--- src/rtl/fibo_pkg.sv ---
// fibo_pkg: shared state encoding, default term width/seeds and the term-sum helper
// for the Fibonacci stream checker.
package fibo_pkg;
  typedef enum logic [1:0] {IDLE, SEED, CHECK, FAIL} state_t;
  localparam int FIBO_WIDTH = 5;
  localparam int FIBO_SEED0 = 0;
  localparam int FIBO_SEED1 = 1;
  // Full-width sum with carry; callers truncate to their own WIDTH+1 bits.
  function automatic logic [32:0] fibo_sum(input logic [31:0] a, input logic [31:0] b);
    return {1'b0, a} + {1'b0, b};
  endfunction
endpackage

--- src/rtl/fibo_expect_unit.sv ---
// fibo_expect_unit: combinational next-term predictor (p1+p2 mod 2^WIDTH); the carry
// output exists only when FIBO_CHK_OVF_DETECT_EN is defined.
module fibo_expect_unit
  import fibo_pkg::*;
#(
  parameter int WIDTH = FIBO_WIDTH
) (
  input  logic [WIDTH-1:0] p1_i,
  input  logic [WIDTH-1:0] p2_i,
`ifdef FIBO_CHK_OVF_DETECT_EN
  output logic             carry_o,
`endif
  output logic [WIDTH-1:0] expected_o
);
`ifdef FIBO_CHK_OVF_DETECT_EN
  assign {carry_o, expected_o} = (WIDTH+1)'(fibo_sum(32'(p1_i), 32'(p2_i)));
`else
  assign expected_o = WIDTH'(fibo_sum(32'(p1_i), 32'(p2_i)));
`endif
endmodule

--- config.mk ---
export PLATFORM = sky130hd
export DESIGN_NAME = fibo_expect_unit
export DESIGN_NICKNAME = d
export VERILOG_FILES = /design/src/rtl/fibo_pkg.sv /design/src/rtl/fibo_expect_unit.sv
export SDC_FILE = /design/constraint.sdc
export NUM_CORES = 1
export LEC_CHECK = 0
export ABC_AREA = 1
export CORE_AREA = 3 3 40 42
export DETAILED_ROUTE_END_ITERATION = 10
export DIE_AREA = 0 0 43 45
export MAX_ROUTING_LAYER = met4
export PLACE_DENSITY_LB_ADDON = 0.3
export SYNTH_ARGS = -nofsm -noshare
export SYNTH_HDL_FRONTEND = slang
export SYNTH_SLANG_ARGS = --single-unit
--- constraint.sdc ---
create_clock -name vclk -period 5.6
set_clock_uncertainty 0.15 [all_clocks]
set_input_delay 1.68 -clock vclk [all_inputs]
set_output_delay 1.68 -clock vclk [all_outputs]
set_load 0.01 [all_outputs]
==> results of run 1 <==
[final cells by class]
class / count / area [sq um] / area share [%]
inverters: 8 / 30.0 / 8.36
multi-input cells: 25 / 160 / 44.6
well taps: 15 / 18.8 / 5.23
repair buffers: 15 / 150 / 41.8
[power by group]
part           switching [uW]  total [uW]  internal, uW
Sequential                  0           0             0
Clock                       0           0             0
Combinational            14.2        36.1          21.9
Total                    14.2        36.1          21.9
[per-stage QoR]
stage | std cells | power [uW] | instance area (sq um)
after floorplan | 33 | 16.7 | 190
after global placement | 63 | 36.4 | 359
after detailed placement | 63 | 36.5 | 359
after CTS | 63 | 36.8 | 359
after global routing | 63 | 40.1 | 359
final | 63 | 36.1 | 359
[critical path: cells and delay by family]
| kind | cells | cell delay (ns) |
|---|---|---|
| buffers and inverters | 4 | 1.11 |
| adders and majority gates | 2 | 0.55 |
| and+or+nand+nor | 4 | 0.24 |
[path summary, 6_finish.rpt]
path                  startpoint             to  slack, ns
worst max-delay path     p1_i[0]  expected_o[4]       0.19
worst min-delay path     p2_i[0]  expected_o[0]       4.31
[Yosys cell counts, drive strengths merged]
cell    count
nand2      13
nand3       1
nor2        2
nand3b      1
fa          1
xnor2       1
inv         8
or2         2
ha          4
[layer usage]
| metal | global-route usage, % | vias up | part of all wire, % |
|---|---|---|---|
| met1 | 6.68 | 86 | 49 |
| met2 | 7.49 | 6 | 46 |
| met3 | 0 | 0 | 4.7 |
| met5 | - | - | 0 |
| li1 | - | 128 | - |
| met4 | 0 | 0 | 0 |
[cell families (layout without fill, tap and decap cells)]
family | Yosys count | count (layout) | share of synthesized area, %
XOR/XNOR | 1 | 1 | 4.61
adder cells (fa/ha/maj) | 5 | 5 | 36.8
buffers and inverters | 8 | 23 | 15.8
AND/OR/NAND/NOR | 19 | 19 | 42.8
==> flow_summary.json, run 1 <==
{
  "fin_ws_ns": 0.186,
  "portBuffers": 15,
  "start_kind": "primary input",
  "hold_buffers": 0,
  "setup_violations": 0,
  "critPathCaptureType": "output pin",
  "first_pass_iters": 2,
  "area_delta_synth_final_pct": 88.8,
  "critical_path.cell_chain": "clkdlybuf4s50_1 -> ha_1 -> inv_1 -> fa_1 -> inv_1 -> nand2_1 -> nand2_1 -> nand3_1 -> nand2_1 -> clkdlybuf4s50_1",
  "antenna_found_initial": 0,
  "power.leakage_uw": 0.000190,
  "grt_setup_unrepaired": "no",
  "die_area_sq_um": 1940,
  "initial_core_util_pct": 14.8,
  "min_path_type": "primary input to output pin",
  "drc": 0,
  "hold_violations": 0,
  "die_x_um": 43,
  "ir_worst_vdd_mv": 0.0299,
  "regArea_sq_um": 0,
  "critPathMaxFanout": 2,
  "synthTopCellsByArea": "ha_1 26%, nand2_1 26%, inv_1 16%",
  "via_count": 220,
  "synth_top_area_share_pct": 26.3,
  "seq_cells": 0,
  "io_pins": 15,
  "gp_congestion": 0.580,
  "finalMaxSlewViolations": 0,
  "syn-instance-count": 33,
  "num_rows": 13,
  "tightest_slew_ns": 0.133,
  "track_usage_pct": 4.53,
  "diodes": 0,
  "mostFrequentLayoutCells": "15 x clkdlybuf4s50_1, 13 x nand2_1, 8 x inv_1, 4 x ha_1",
  "syn_nets": 48,
  "post_synth_num_cell_types": 9,
  "cp_slowest_cell": "clkdlybuf4s50_1",
  "synth_top_cell_by_area": "ha_1",
  "drive_above_1_share_pct": 0,
  "wl_per_cell_um": 6.75,
  "place_hpwl_um": 393,
  "hold_ws_ns": 4.31,
  "cp.arrival_ns": 3.58,
  "post_cts_buffers": 0,
  "wirelength_um": 425,
  "min_period_ns": 5.41,
  "fin_crit_sh_pct": 96.7,
  "ant_nets": 0,
  "die_height_um": 45,
  "cp_slowest_stage_delay_ns": 0.53,
  "cpMostUsedCell": "nand2_1",
  "grt_max_degree": 4,
  "synth-seq-area-share_pct": 0,
  "powerDensity_nw_per_um2": 100,
  "maxCapViolations": 0,
  "nets": 65,
  "grt_overflow": 0,
  "max_slew_margin_pct": 91.1,
  "drt_iter0_drc": 1,
  "postSynthAreaPerCell_sq_um": 5.76,
  "max_freq_mhz": 185,
  "utilization_pct": 27.9,
  "post_cts_resized": 0,
  "whs_path_depth": 3,
  "grt_pass1_wl_um": 710,
  "syn_area_sq_um": 190,
  "grt_pass1_vias": 188,
  "viasPerCell": 3.49,
  "status": "finished clean",
  "critical_path_class": "primary input to output pin",
  "nClkBuffers": 0,
  "tns_ns": 0,
  "pre_cts_slack_ns": 0.166,
  "yosysWarnings": 0,
  "fillers": 147,
  "layout_commonest_cell": "clkdlybuf4s50_1",
  "required_ns": 3.77,
  "design.core.area_sq_um": 1280
}
No activity file was read; power rests on OpenSTA's default activity.
==> run 2, diff against run 1 <==
==> constraint.sdc (replaced) <==
create_clock -name vclk -period 6.93
set_clock_uncertainty 0.15 [all_clocks]
set_input_delay 2.079 -clock vclk [all_inputs]
set_output_delay 2.079 -clock vclk [all_outputs]
set_load 0.01 [all_outputs]
==> flow_summary.json, run 2 (same netlist as run 1, synthesis figures left out) <==
{
  "status": "finished clean",
  "via_count": 223,
  "p_sw_uw": 11.4,
  "grt_setup_unrepaired": "no",
  "finalMaxSlewViolations": 0,
  "max_freq_mhz": 161,
  "hold_buffers": 0,
  "first_pass_iters": 4,
  "crit_path_end": "expected_o[4]",
  "diodes": 0,
  "grt_overflow": 0,
  "num_rows": 13,
  "max_slew_margin_pct": 91.7,
  "regArea_sq_um": 0,
  "min_period_ns": 6.22,
  "die_height_um": 45,
  "ir_worst_vdd_mv": 0.0236,
  "design.core.area_sq_um": 1280,
  "portBuffers": 15,
  "seqPwrFrac_pct": 0,
  "setup_violations": 0,
  "tightest_slew_ns": 0.124,
  "final_area_sq_um": 359,
  "maxCapViolations": 0,
  "placed_cell_area_sq_um": 359,
  "track_usage_pct": 4.79,
  "sw_frac_of_total_pct": 39.3,
  "nClkBuffers": 0,
  "startpoint": "p1_i[0]",
  "drive_above_1_share_pct": 0,
  "grt_pass1_vias": 216,
  "p_clk_share_pct": 0,
  "drc": 0,
  "critPathCaptureType": "output pin",
  "wirelength_um": 423,
  "tns_ns": 0,
  "multiInputGateArea_sq_um": 160,
  "start_kind": "primary input",
  "hold_violations": 0,
  "drt_iter0_drc": 4,
  "power.leakage_uw": 0.000190,
  "area_delta_synth_final_pct": 88.8,
  "powerDensity_nw_per_um2": 81.1,
  "combPwrFrac_pct": 100.0,
  "required_ns": 4.70,
  "seq_cells": 0,
  "hold_ws_ns": 5.11,
  "fin_crit_sh_pct": 89.8,
  "antenna_found_initial": 0,
  "viasPerCell": 3.54,
  "wl_per_cell_um": 6.71,
  "ant_nets": 0,
  "post_cts_resized": 0,
  "gp_congestion": 0.617,
  "layout_commonest_cell": "clkdlybuf4s50_1",
  "nets": 65,
  "initial_core_util_pct": 14.8,
  "cp.arrival_ns": 4.00,
  "io_pins": 15,
  "place_hpwl_um": 387,
  "critPathMaxFanout": 2,
  "min_path_type": "primary input to output pin",
  "intPower_uw": 17.7,
  "critical_path_class": "primary input to output pin",
  "mostFrequentLayoutCells": "15 x clkdlybuf4s50_1, 13 x nand2_1, 8 x inv_1, 4 x ha_1",
  "grt_max_degree": 4,
  "fillers": 151,
  "grt_pass1_wl_um": 752,
  "die_x_um": 43,
  "hold_start": "p2_i[0]",
  "post_cts_buffers": 0,
  "die_area_sq_um": 1940
}
==> run 2: worst min-delay path by stage <==
stage	end	slack (ns)	depth (start not counted)
2_1_floorplan	expected_o[0]	4.15	1
3_3_place_gp	expected_o[0]	5.13	3
3_5_place_dp	expected_o[0]	5.12	3
4_1_cts	expected_o[0]	5.12	3
5_1_grt	expected_o[0]	5.17	3
6_report	expected_o[0]	5.11	3
==> run 2: cell type report <==
class	count	area share [%]
inverters	8	8.36
multi-input cells	25	44.6
well taps	15	5.23
repair buffers	15	41.8
==> run 2: power groups by stage <==
stage	registers (uW)	logic [uW]	clock network [uW]
global placement	0	29.4	0
detailed placement	0	29.5	0
global route	0	32.7	0
CTS	0	29.7	0
finish	0	29.1	0
floorplan	0	13.5	0
==> run 2: critical path, cell delays in order <==
cell             delay (ns)
clkdlybuf4s50_1        0.46
ha_1                   0.16
inv_1                  0.05
fa_1                   0.39
inv_1                  0.07
nand2_1                0.04
nand2_1                0.07
nand3_1                0.07
nand2_1                0.07
clkdlybuf4s50_1        0.53
==> run 2: through the flow <==
stage	util (%)	worst slack [ns]	total power [uW]	instances
final	27.9	0.706	29.1	63
after CTS	27.9	0.686	29.7	63
after floorplan	-	1.72	13.5	33
after global placement	27.9	0.698	29.4	63
after detailed placement	27.9	0.687	29.5	63
after global routing	27.9	0.581	32.7	63
==> run 2: routing by layer <==
layer  up-vias  share of wire [%]  global-route usage [%]
met5         -                  0                       -
met4         0                  0                       0
met3         0                7.8                   0.797
met2         8                 47                    8.38
met1        87                 45                    6.22
li1        128                  -                       -
